File: config.mk
export PLATFORM = sky130hd
export DESIGN_NAME = issue_sched_flat
export DESIGN_NICKNAME = d
export VERILOG_FILES = /design/src/rtl/issue_sched_pkg.sv /design/src/rtl/issue_sched_if.sv /design/src/rtl/issue_sched_iq_fifo.sv /design/src/rtl/issue_sched.sv /design/src/flat_wrapper.sv
export SDC_FILE = /design/constraint.sdc
export NUM_CORES = 1
export LEC_CHECK = 0
export ABC_AREA = 1
export BUFFER_PORTS_ARGS = -buffer_cell sky130_fd_sc_hd__buf_4
export CORE_ASPECT_RATIO = 0.7
export CORE_MARGIN = 4
export CORE_UTILIZATION = 62
export CTS_CLUSTER_DIAMETER = 80
export DETAILED_ROUTE_END_ITERATION = 12
export PLACE_DENSITY = 0.85
export SYNTH_ARGS = -nofsm -noshare
export SYNTH_HDL_FRONTEND = slang
export SYNTH_HIERARCHICAL = 1
export SYNTH_SLANG_ARGS = --single-unit
File: constraint.sdc
create_clock -name clk -period 12.3 [get_ports clk]
set_clock_uncertainty 0.1 [all_clocks]
set_input_delay 1.845 -clock clk [delete_from_list [all_inputs] [get_ports clk]]
set_output_delay 1.845 -clock clk [all_outputs]
set_load 0.01 [all_outputs]
File: src/rtl/issue_sched_pkg.sv
// Shared types and constants for the issue scheduler: data widths, opcode
// constants, queue entry layout, FSM states and the LSB classification helper.
package issue_sched_pkg;

   localparam int INS_DAT_W = 32;
   localparam int REG_DAT_W = 32;

   localparam logic [6:0] OPC_LOAD  = 7'b0000011;
   localparam logic [6:0] OPC_STORE = 7'b0100011;

   typedef enum logic [1:0] {
      ST_RUN   = 2'd0,
      ST_BLOCK = 2'd1,
      ST_FLUSH = 2'd2
   } sched_state_t;

   typedef struct packed {
      logic [INS_DAT_W-1:0] ins;
      logic                 bj;
      logic [REG_DAT_W-1:0] pc;
      logic [REG_DAT_W-1:0] pjt;
   } iq_entry_t;

   // Loads and stores go to the load/store buffer, everything else to the RS.
   function automatic logic is_lsb_op(input logic [INS_DAT_W-1:0] ins);
      return (ins[6:0] == OPC_LOAD) || (ins[6:0] == OPC_STORE);
   endfunction

endpackage

File: src/rtl/issue_sched_if.sv
// Fetch / downstream / dispatch signal bundle of the issue scheduler.
// master = environment side, slave = scheduler side.
interface issue_sched_if;
   import issue_sched_pkg::*;

   logic                 en;
   logic                 iIF_En;
   logic [INS_DAT_W-1:0] iIF_Ins;
   logic                 iIF_Bj;
   logic [REG_DAT_W-1:0] iIF_Pc;
   logic [REG_DAT_W-1:0] iIF_Pjt;
   logic                 oIF_Stall;
   logic                 iROB_Full;
   logic                 iRS_Full;
   logic                 iLSB_Full;
   logic                 iFlush;
   logic                 oIS_En;
   logic [INS_DAT_W-1:0] oIS_Ins;
   logic                 oIS_Bj;
   logic [REG_DAT_W-1:0] oIS_Pc;
   logic [REG_DAT_W-1:0] oIS_Pjt;
   logic [31:0]          oStat_Blk;

   modport master (
      output en, iIF_En, iIF_Ins, iIF_Bj, iIF_Pc, iIF_Pjt,
             iROB_Full, iRS_Full, iLSB_Full, iFlush,
      input  oIF_Stall, oIS_En, oIS_Ins, oIS_Bj, oIS_Pc, oIS_Pjt, oStat_Blk
   );

   modport slave (
      input  en, iIF_En, iIF_Ins, iIF_Bj, iIF_Pc, iIF_Pjt,
             iROB_Full, iRS_Full, iLSB_Full, iFlush,
      output oIF_Stall, oIS_En, oIS_Ins, oIS_Bj, oIS_Pc, oIS_Pjt, oStat_Blk
   );

endinterface

File: src/rtl/issue_sched_iq_fifo.sv
// Instruction queue storage: circular buffer with wrapping head/tail pointers
// and an occupancy count; clear has priority over push/pop, i_en low holds all.
module iq_fifo
   import issue_sched_pkg::*;
#(
   parameter  int DEPTH = 4,
   localparam int PTR_W = $clog2(DEPTH),
   localparam int CNT_W = $clog2(DEPTH + 1)
) (
   input  logic             clk,
   input  logic             rst,
   input  logic             i_en,
   input  logic             i_clr,
   input  logic             i_push,
   input  iq_entry_t        i_data,
   input  logic             i_pop,
   output iq_entry_t        o_head,
   output logic [CNT_W-1:0] o_count
);

   iq_entry_t        r_mem [DEPTH];
   logic [PTR_W-1:0] r_head;
   logic [PTR_W-1:0] r_tail;
   logic [CNT_W-1:0] r_count;

   // Entry storage carries no reset; validity is tracked by the count.
   always_ff @(posedge clk) begin
      if (!rst && i_en && !i_clr && i_push) begin
         r_mem[r_tail] <= i_data;
      end
   end

   // Pointers and count; power-of-two depth lets the pointers wrap naturally.
   always_ff @(posedge clk) begin
      if (rst) begin
         r_head  <= PTR_W'(0);
         r_tail  <= PTR_W'(0);
         r_count <= CNT_W'(0);
      end else if (i_en) begin
         if (i_clr) begin
            r_head  <= PTR_W'(0);
            r_tail  <= PTR_W'(0);
            r_count <= CNT_W'(0);
         end else begin
            if (i_push) begin
               r_tail <= r_tail + PTR_W'(1);
            end
            if (i_pop) begin
               r_head <= r_head + PTR_W'(1);
            end
            case ({i_push, i_pop})
               2'b10:   r_count <= r_count + CNT_W'(1);
               2'b01:   r_count <= r_count - CNT_W'(1);
               default: r_count <= r_count;
            endcase
         end
      end
   end

   assign o_head  = r_mem[r_head];
   assign o_count = r_count;

endmodule

File: src/rtl/issue_sched.sv
// Issue scheduler: queues fetched instructions, classifies the head (LSB/RS)
// and dispatches one per cycle. Optional blocked-cycle counter: ISSUE_SCHED_STAT_EN.
module issue_sched
   import issue_sched_pkg::*;
#(
   parameter int IQ_DEPTH     = 4,
   parameter int STALL_MARGIN = 1
) (
   input  logic          clk,
   input  logic          rst,
   issue_sched_if.slave  bus
);

   localparam int CNT_W = $clog2(IQ_DEPTH + 1);

   sched_state_t     r_state;
   sched_state_t     w_state_nxt;
   iq_entry_t        w_head;
   iq_entry_t        w_fetch;
   logic [CNT_W-1:0] w_count;
   logic             w_active;
   logic             w_unit_full;
   logic             w_dispatch;
   logic             w_enqueue;
   logic             w_flush;

   logic                 r_is_en;
   logic [INS_DAT_W-1:0] r_is_ins;
   logic                 r_is_bj;
   logic [REG_DAT_W-1:0] r_is_pc;
   logic [REG_DAT_W-1:0] r_is_pjt;

   assign w_fetch = '{ins: bus.iIF_Ins, bj: bus.iIF_Bj, pc: bus.iIF_Pc, pjt: bus.iIF_Pjt};
   assign w_flush = bus.en & bus.iFlush;

   iq_fifo #(.DEPTH(IQ_DEPTH)) u_iq_fifo (
      .clk     (clk),
      .rst     (rst),
      .i_en    (bus.en),
      .i_clr   (w_flush),
      .i_push  (w_enqueue),
      .i_data  (w_fetch),
      .i_pop   (w_dispatch),
      .o_head  (w_head),
      .o_count (w_count)
   );

   // Dispatch/enqueue decisions; the FLUSH cycle accepts nothing.
   always_comb begin
      w_active    = (r_state != ST_FLUSH);
      w_unit_full = is_lsb_op(w_head.ins) ? bus.iLSB_Full : bus.iRS_Full;
      w_dispatch  = bus.en & w_active & (w_count != CNT_W'(0)) & ~bus.iFlush
                    & ~bus.iROB_Full & ~w_unit_full;
      w_enqueue   = bus.en & bus.iIF_En & ~bus.iFlush & w_active
                    & ((w_count < CNT_W'(IQ_DEPTH)) | w_dispatch);
   end

   // Next-state logic; BLOCK means a valid head is being held back.
   always_comb begin
      w_state_nxt = r_state;
      if (bus.iFlush) begin
         w_state_nxt = ST_FLUSH;
      end else begin
         case (r_state)
            ST_RUN: begin
               if ((w_count != CNT_W'(0)) && !w_dispatch) begin
                  w_state_nxt = ST_BLOCK;
               end else begin
                  w_state_nxt = ST_RUN;
               end
            end
            ST_BLOCK: begin
               if (w_dispatch || (w_count == CNT_W'(0))) begin
                  w_state_nxt = ST_RUN;
               end else begin
                  w_state_nxt = ST_BLOCK;
               end
            end
            ST_FLUSH: w_state_nxt = ST_RUN;
            default:  w_state_nxt = ST_RUN;
         endcase
      end
   end

   // State register, frozen while en is low.
   always_ff @(posedge clk) begin
      if (rst) begin
         r_state <= ST_RUN;
      end else if (bus.en) begin
         r_state <= w_state_nxt;
      end
   end

   // Dispatch register: carries the head only in its pulse cycle, zero otherwise.
   always_ff @(posedge clk) begin
      if (rst || !w_dispatch) begin
         r_is_en  <= 1'b0;
         r_is_ins <= INS_DAT_W'(0);
         r_is_bj  <= 1'b0;
         r_is_pc  <= REG_DAT_W'(0);
         r_is_pjt <= REG_DAT_W'(0);
      end else begin
         r_is_en  <= 1'b1;
         r_is_ins <= w_head.ins;
         r_is_bj  <= w_head.bj;
         r_is_pc  <= w_head.pc;
         r_is_pjt <= w_head.pjt;
      end
   end

   assign bus.oIS_En    = r_is_en;
   assign bus.oIS_Ins   = r_is_ins;
   assign bus.oIS_Bj    = r_is_bj;
   assign bus.oIS_Pc    = r_is_pc;
   assign bus.oIS_Pjt   = r_is_pjt;
   assign bus.oIF_Stall = ((IQ_DEPTH - int'(w_count)) <= STALL_MARGIN);

`ifdef ISSUE_SCHED_STAT_EN
   logic [31:0] r_stat_blk;

   // Saturating count of enabled cycles spent in BLOCK.
   always_ff @(posedge clk) begin
      if (rst) begin
         r_stat_blk <= 32'd0;
      end else if (bus.en && (r_state == ST_BLOCK) && (r_stat_blk != 32'hFFFF_FFFF)) begin
         r_stat_blk <= r_stat_blk + 32'd1;
      end
   end

   assign bus.oStat_Blk = r_stat_blk;
`else
   assign bus.oStat_Blk = 32'd0;
`endif

endmodule
File: src/flat_wrapper.sv
// flat-port wrapper written by rule: the top's interface ports become plain ports
module issue_sched_flat import issue_sched_pkg::*;
#(
   parameter int IQ_DEPTH     = 4,
   parameter int STALL_MARGIN = 1
)
  (clk, rst, bus_en, bus_iIF_En, bus_iIF_Ins, bus_iIF_Bj, bus_iIF_Pc, bus_iIF_Pjt, bus_iROB_Full, bus_iRS_Full, bus_iLSB_Full, bus_iFlush, bus_oIF_Stall, bus_oIS_En, bus_oIS_Ins, bus_oIS_Bj, bus_oIS_Pc, bus_oIS_Pjt, bus_oStat_Blk);
  issue_sched_if bus_i ();
  input  logic clk;
  input  logic rst;
  input wire logic [$bits(bus_i.en)-1:0] bus_en;
  input wire logic [$bits(bus_i.iIF_En)-1:0] bus_iIF_En;
  input wire logic [$bits(bus_i.iIF_Ins)-1:0] bus_iIF_Ins;
  input wire logic [$bits(bus_i.iIF_Bj)-1:0] bus_iIF_Bj;
  input wire logic [$bits(bus_i.iIF_Pc)-1:0] bus_iIF_Pc;
  input wire logic [$bits(bus_i.iIF_Pjt)-1:0] bus_iIF_Pjt;
  input wire logic [$bits(bus_i.iROB_Full)-1:0] bus_iROB_Full;
  input wire logic [$bits(bus_i.iRS_Full)-1:0] bus_iRS_Full;
  input wire logic [$bits(bus_i.iLSB_Full)-1:0] bus_iLSB_Full;
  input wire logic [$bits(bus_i.iFlush)-1:0] bus_iFlush;
  output wire logic [$bits(bus_i.oIF_Stall)-1:0] bus_oIF_Stall;
  output wire logic [$bits(bus_i.oIS_En)-1:0] bus_oIS_En;
  output wire logic [$bits(bus_i.oIS_Ins)-1:0] bus_oIS_Ins;
  output wire logic [$bits(bus_i.oIS_Bj)-1:0] bus_oIS_Bj;
  output wire logic [$bits(bus_i.oIS_Pc)-1:0] bus_oIS_Pc;
  output wire logic [$bits(bus_i.oIS_Pjt)-1:0] bus_oIS_Pjt;
  output wire logic [$bits(bus_i.oStat_Blk)-1:0] bus_oStat_Blk;
  assign bus_i.en = bus_en;
  assign bus_i.iIF_En = bus_iIF_En;
  assign bus_i.iIF_Ins = bus_iIF_Ins;
  assign bus_i.iIF_Bj = bus_iIF_Bj;
  assign bus_i.iIF_Pc = bus_iIF_Pc;
  assign bus_i.iIF_Pjt = bus_iIF_Pjt;
  assign bus_i.iROB_Full = bus_iROB_Full;
  assign bus_i.iRS_Full = bus_iRS_Full;
  assign bus_i.iLSB_Full = bus_iLSB_Full;
  assign bus_i.iFlush = bus_iFlush;
  assign bus_oIF_Stall = bus_i.oIF_Stall;
  assign bus_oIS_En = bus_i.oIS_En;
  assign bus_oIS_Ins = bus_i.oIS_Ins;
  assign bus_oIS_Bj = bus_i.oIS_Bj;
  assign bus_oIS_Pc = bus_i.oIS_Pc;
  assign bus_oIS_Pjt = bus_i.oIS_Pjt;
  assign bus_oStat_Blk = bus_i.oStat_Blk;
  issue_sched #(.IQ_DEPTH(IQ_DEPTH), .STALL_MARGIN(STALL_MARGIN)) u_core (.clk(clk), .rst(rst), .bus(bus_i));
endmodule
==> key figures, run 1 <==
Timing
  • Relative slew slack: 19.2%
  • Final Hold Viols: 0
  • Maximum clock frequency: 0.175 GHz
  • Fin crit share: 46.3%
  • Unrepaired setup endpoints after global routing: no
  • Worst slew pin tran: ~1.2 ns
  • Final TNS setup: 0 ns
  • Final slew viol count: 0
  • Hold Slack: approximately 0.37 ns
  • Min cycle time layout: approximately 5.7 ns
  • Final Setup Violations: 0

Yosys
  • Sequential share of the synthesized area: between 70% and 80%
  • Yosys cell types: 28
  • Synth Flop Type: edfxtp_1
  • Ys Warns: 6
  • Post-synth EDFFs: 388
  • Post-synthesis register bit count: ~500
  • Synthesized instance count: ~1,400
  • Post-Syn Area: ~18,000 µm²
  • Asr flop ratio synth: 0%
  • Synthesized area per cell: 13.2 µm²

Clocking
  • Post-CTS Resized: 0
  • CTS tree: done
  • CTS H-Tree Depth: 2
  • Reg clk slew, reported paths: about 0.060 ns
  • CTS Hold Buffers Added: 0
  • Post-CTS Repair Setup Buffers: 0
  • CTS max path bufs: 3
  • Worst-Skew Late Latency: between 0.5 and 0.6 ns
  • CTS Buf Count: between 40 and 50
  • Clock Tree Root: clkbuf_16
  • CTS Sinks: around 500

Worst setup path
  • Worst Path Arrival: between 5 and 6 ns
  • RR Endpoint: u_core/u_iq_fifo/r_mem[3][16]
  • R2R depth: 13
  • Crit end category: register
  • Register-to-Register Setup Slack: 6.60 ns
  • CP startpoint kind: register
  • Crit path required time: 12.35 ns
  • CP Class: register to register
  • Crit-path max FO: about 100

Drt
  • # DRC: 0
  • TritonRoute pass-1 iters: 5
  • Vias post-DR: around 11,000
  • Final antenna-violating net count: 0
  • DR iter-0 viols: about 1,100
  • Per-cell routed wire length: 20.2 µm
  • Final wirelength: 40.0 mm
  • Vias/cell: between 5 and 6

Placed design
  • Count of input and output buffers: roughly 200
  • Post-DP HPWL: between 20 and 25 mm
  • Gp weighted congestion: 0.802

Worst hold path
  • Hold path start: u_core/r_state[0]
  • Worst hold path class: register to register
  • Min-Delay Endpoint: u_core/r_state[0]
  • WHS Path Cells: 2

Floorplanning
  • Row cnt: 52
  • Starting Density: between 60% and 70%
  • Die height: approximately 150 µm
  • # IOs: between 200 and 250
  • Die ar.: between 30,000 and 40,000 µm²
  • Die Wd: approximately 210 µm
  • Core ar.: 29,000 µm²

Global route
  • Largest net degree at the start of global routing: between 100 and 150
  • Global-route wire length before repair: between 60 and 70 mm
  • Vias in the first global route: 11,100
  • Congestion Overflow GR: 0
  • Antenna violations before repair: 3
  • Total Routing Usage GR: between 20% and 30%

Power and ir drop
  • Sw Pwr: about 650 µW
  • Pwr Density: ~150 nW/µm²
  • Sw frac: 19.9%
  • Share of power burned in registers: between 50 and 60%
  • Comb power frac: roughly 3.6%
  • Int Power: 2630 µW
  • P_leak: just over 0.008 µW
  • Peak supply drop: 0.102 mV
  • Power share of the clock group: slightly above 40%

Run status
  • Status: finished clean

Finish
  • Layout Utilization: between 70% and 80%
  • Area grow syn2layout: 16.1%
  • Layout cells sized above 1: about a fifth
  • Fill count: between 1,500 and 2,000
  • Final net count: roughly 1,700
  • Seq. cell area: about 14,000 µm²
  • Area taken by multi-input logic gates: 3460 µm²

Flow run
  • Maxcap violations: 0
## worst max path at each step
stage / startpoint / to / slack [ns] / depth (start not counted)
finish: register / u_core/u_iq_fifo/r_mem[3][16] / 6.60 / 13
global route: register / u_core/u_iq_fifo/r_mem[0][69] / 6.24 / 13
floorplan: bus_iFlush / u_core/u_iq_fifo/r_mem[0][0] / 4.88 / 9
CTS: register / u_core/u_iq_fifo/r_mem[0][69] / 6.67 / 13
detailed placement: register / u_core/u_iq_fifo/r_mem[0][39] / 6.67 / 13
global placement: register / u_core/u_iq_fifo/r_mem[0][62] / 6.84 / 13
## synthesized netlist by cell type (8+ instances only)
cell type  count  area share, %
o22ai_1       97            3.3
dfxtp_1      109             12
a21oi_1        8           0.22
inv_1        122            2.5
nor2_4        31            1.9
edfxtp_1     388             64
nand3_1        8           0.22
nand2_1       25           0.51
clkbuf_1      31           0.63
buf_2         19           0.52
o21ai_1       63            1.7
buf_4         32            1.3
o21ai_0      137            3.7
buf_6         16           0.98
nor2_1       273            5.6
## through the flow
step / power, µW / worst slack, ns / cell area (µm²) / std cells
floorplan: 1920 / 4.88 / 18400 / 1415
global placement: 1970 / 6.84 / 19800 / 1900
detailed placement: 1970 / 6.67 / 19800 / 1900
CTS: 3300 / 6.67 / 21300 / 1981
global route: 3390 / 6.24 / 21300 / 1983
finish: 3290 / 6.60 / 21300 / 1983
## logic make-up after synthesis
family | after synthesis | share of synthesized area, %
flops | 497 | 75.5
compound gates | 307 | 9.09
buf+inv | 229 | 6.43
fa+ha+maj | 7 | 0.519
other cells | 1 | 0.0205
simple gates | 343 | 8.45
## registers in the layout (all words and copies together), names as in the netlist, named ones only
name,cells
u_core/bus.oIS_Pc,32
u_core/u_iq_fifo/r_head,2
u_core/r_state,2
u_core/u_iq_fifo/o_count,3
u_core/bus.oIS_Ins,32
u_core/bus.oIS_Pjt,32
u_core/u_iq_fifo/r_tail,2
u_core/u_iq_fifo/r_mem,388
u_core/bus.oIS_En,1
u_core/bus.oIS_Bj,1
## worst max-delay path: stages, from the launching register on
cell and delay, ns:
dfxtp_4 1.04, clkinv_2 0.52, o21ai_1 0.23, o22ai_1 0.12, nor2_1 0.15, nand3_1 0.09, nand2_1 0.20, nand3_2 0.18
a21oi_1 0.31, nand2_1 0.08, inv_1 0.08, nand3_1 0.32, nor2_4 0.82, buf_4 0.95
## power groups by stage
stage	sequential, µW	clock (µW)	combinational (µW)
after floorplan	1850	0	71.8
after global placement	1850	0	111
after detailed placement	1850	0	116
after CTS	1820	1370	117
after global routing	1820	1440	130
final	1820	1350	119
## layout by cell type (no fill, tap or decap), types with 15 or more instances in the layout
cell type and count:
clkbuf_16 48, dfxtp_1 107, edfxtp_1 388, clkbuf_1 15, inv_1 122, o21ai_0 137
conb_1 32, nand2_1 25, o21ai_1 63, o22ai_1 97, nor2_4 35, nor2_1 269
buf_4 211
## layout make-up
cell class	instances	share of cell area, %
clock inverter	14	0.565
sequential	497	65.1
antenna	2	0.0235
timing repair buffer	211	7.45
tap	378	2.22
multi-input combinational	689	16.3
clock buffer	67	6.17
inverter	125	2.26
## layer usage
metal / global-route usage (%) / wire, µm
met5: 0 / 20
met2: 39.1 / 19300
met4: 7.13 / 1010
met1: 33.6 / 16200
met3: 4.95 / 3450
(Power assumes the default switching activity.)
==> inputs of run 2 (changes only) <==
Settings changed: CORE_UTILIZATION 62 to 52, PLACE_DENSITY 0.85 to 0.76.
Clock period 12.3 ns to 5.1 ns, I/O delays scaled along.
==> key figures, run 2 (same netlist as run 1, synthesis figures left out) <==
Worst setup path
  • CP Class: register to register
  • Crit-path max FO: 39 (-60%)
  • Crit end category: register
  • Worst Path Arrival: 4.37 ns (-1.38 ns)
  • R2R depth: 13 (unchanged)
  • Register-to-Register Setup Slack: 0.82 ns (-5.78 ns)
  • RR Endpoint: u_core/u_iq_fifo/r_mem[1][43]
  • Crit path required time: 5.20 ns (-7.15 ns)
  • CP startpoint kind: register

Global route
  • Vias in the first global route: 10,600 (-5.2%)
  • Largest net degree at the start of global routing: 97 (-13%)
  • Congestion Overflow GR: 0 (unchanged)
  • Global Route met3 Usage: 3.84% (-1.1 points)
  • Global-route wire length before repair: 58.6 mm (-4.3%)
  • Layer with the highest usage: met2
  • Grt met2 use: 32.0% (-7.1 points)
  • Antenna violations before repair: 1 (-2)
  • Total Routing Usage GR: 19.5% (-4.6 points)
  • M1 GR Usage: 27.2% (-6.4 points)

Finish
  • Area grow syn2layout: 17.3%
  • N_diodes: 0 (-2)
  • Largest register by flop count: u_core/u_iq_fifo/r_mem
  • Largest register FFs: 388 (unchanged)
  • Final net count: 1,689 (+0.48%)
  • Layout cells sized above 1: 20.5% (+0.87 points)
  • Most frequent cells in the layout: 388 x edfxtp_1, 269 x nor2_1, 218 x buf_4
  • Layout Utilization: 61.9% (-11 points)
  • Commonest non-fill, non-tap cell in the layout: edfxtp_1
  • Layout Cells excl Fill: 2,085 (+5.1%)
  • Fill count: 2,547 (+42%)
  • Seq. cell area: 13,800 µm² (unchanged)
  • Area taken by multi-input logic gates: 3460 µm² (unchanged)

Drt
  • Vias/cell: 5.24 (-6.9%)
  • Per-cell routed wire length: 18.3 µm (-9.4%)
  • # DRC: 0 (unchanged)
  • DR iter-0 viols: 1,094 (-0.64%)
  • Vias post-DR: 10,900 (-2.1%)
  • Final antenna-violating net count: 0 (unchanged)
  • TritonRoute pass-1 iters: 5 (unchanged)
  • Final wirelength: 38.1 mm (-4.7%)

Timing
  • Worst slew pin tran: 0.942 ns (-0.269 ns)
  • Final Hold Viols: 0 (unchanged)
  • Fin crit share: 83.9% (+38 points)
  • Final slew viol count: 0 (unchanged)
  • Final WS setup: 0.823 ns (-5.78 ns)
  • Relative slew slack: 37.2% (+18 points)
  • Maximum clock frequency: 0.234 GHz (+33%)
  • Final Setup Violations: 0 (unchanged)
  • Min cycle time layout: 4.28 ns (-1.42 ns)
  • Unrepaired setup endpoints after global routing: no

Placed design
  • Gp weighted congestion: 0.817 (+2.0%)
  • Pre-CTS setup slack: 0.841 ns (-5.83 ns)
  • DP Cell Count: 2,002 (+5.4%)
  • Post-DP HPWL: 22.9 mm (-0.79%)
  • Count of input and output buffers: 203 (unchanged)

Power and ir drop
  • P_leak: 0.00816 µW (+0.73%)
  • Power share of the clock group: 41.4% (+0.3 points)
  • Sw Pwr: 1600 µW (+140%)
  • Share of power burned in registers: 55.0% (-0.3 points)
  • Pwr Density: 371 nW/µm² (+140%)
  • Comb power frac: 3.6% (about the same)
  • Sw frac: 20.1% (+0.19 points)
  • Peak supply drop: 0.255 mV (+150%)
  • Int Power: 6360 µW (+140%)

Clocking
  • Reg clk slew, reported paths: 0.06 ns (about the same)
  • CTS tree: done
  • Post-CTS Repair Setup Buffers: 0 (unchanged)
  • Clock Tree Root: clkbuf_16
  • Post-CTS Resized: 0 (unchanged)
  • CTS Hold Buffers Added: 0 (unchanged)
  • CTS H-Tree Depth: 2 (unchanged)
  • Worst-Skew Late Latency: 0.56 ns (+0.02 ns)
  • CTS Sinks: 497 (unchanged)
  • CTS Buf Count: 45 (unchanged)
  • CTS max path bufs: 3 (unchanged)

Run status
  • Status: finished clean

Floorplanning
  • # IOs: 236 (unchanged)
  • Starting Density: 52.8% (-10 points)
  • Die height: 165 µm (+8.7%)
  • Core ar.: 34,700 µm² (+20%)
  • Row cnt: 57 (+9.6%)
  • Die Wd: 232 µm (+8.8%)
  • Die ar.: 38,400 µm² (+18%)

Worst hold path
  • Min-Delay Endpoint: u_core/u_iq_fifo/r_mem[0][50]
  • Worst hold path class: input pin to register
  • WHS Path Cells: 1 (-1)
  • Hold path start: bus_iIF_Pc[18]

Flow run
  • Maxcap violations: 0 (unchanged)
==> run 2: cell types whose count changed in the layout (fill, tap and decap cells not counted), moves of 2 or more <==
cell        previous run  this run
buf_4                211       218
diode_2                2         0
clkbuf_16             48        45
clkbuf_1              15        10
inv_6                  2         5
clkbuf_8               4        11
clkinvlp_4             0         2
==> run 2: cell type report <==
class | count | area share, %
Clock buffer | 66 | 6.12
Clock inverter | 17 | 0.687
Inverter | 125 | 2.24
Multi-Input combinational cell | 689 | 16.1
Sequential cell | 497 | 64.4
Tap cell | 472 | 2.75
Timing Repair Buffer | 219 | 7.71
==> run 2: layer usage <==
metal | vias to the layer above | wire length (µm)
met4 | 2 | 788
met2 | 369 | 18300
met5 | - | 13
li1 | 5153 | -
met3 | 57 | 2740
met1 | 5335 | 16200
==> run 2: worst max-delay path by stage <==
stage / startpoint / to / slack (ns) / depth (start not counted)
2_1_floorplan: register / u_core/u_iq_fifo/r_mem[0][0] / -1.53 / 15
6_report: register / u_core/u_iq_fifo/r_mem[1][43] / 0.82 / 13
3_5_place_dp: register / u_core/u_iq_fifo/r_mem[1][39] / 0.84 / 13
4_1_cts: register / u_core/u_iq_fifo/r_mem[1][43] / 0.82 / 13
5_1_grt: register / u_core/u_iq_fifo/r_mem[1][44] / 0.45 / 13
3_3_place_gp: register / u_core/u_iq_fifo/r_mem[1][40] / 0.94 / 13
==> run 2: power groups by stage <==
stage                     Sequential (µW)  Clock, µW  Combinational [µW]
after floorplan                      4460          0                 173
after global placement               4460          0                 277
after detailed placement             4470          0                 287
after CTS                            4380       3370                 289
after global routing                 4380       3550                 320
final                                4380       3300                 288
==> run 2: worst max-delay path, stage by stage, from the launching register on <==
cell and delay [ns]:
dfxtp_4 0.61, clkinv_2 0.55, o21ai_1 0.26, o22ai_1 0.12, nor2_1 0.15, nand3_1 0.10
nand2_1 0.07, nand3_2 0.14, a21oi_1 0.31, nand2_1 0.08, inv_1 0.07, nand3_1 0.32
nor2_4 0.53, buf_4 0.46
==> run 2: stage by stage <==
step	hold slack, ns	total power (µW)	TNS, ns	area (µm²)
floorplan	0.337	4640	-593.84	18400
global placement	0.355	4740	0	20000
detailed placement	0.366	4750	0	20000
CTS	0.277	8040	0	21500
global route	0.284	8250	0	21500
finish	0.305	7960	0	21500
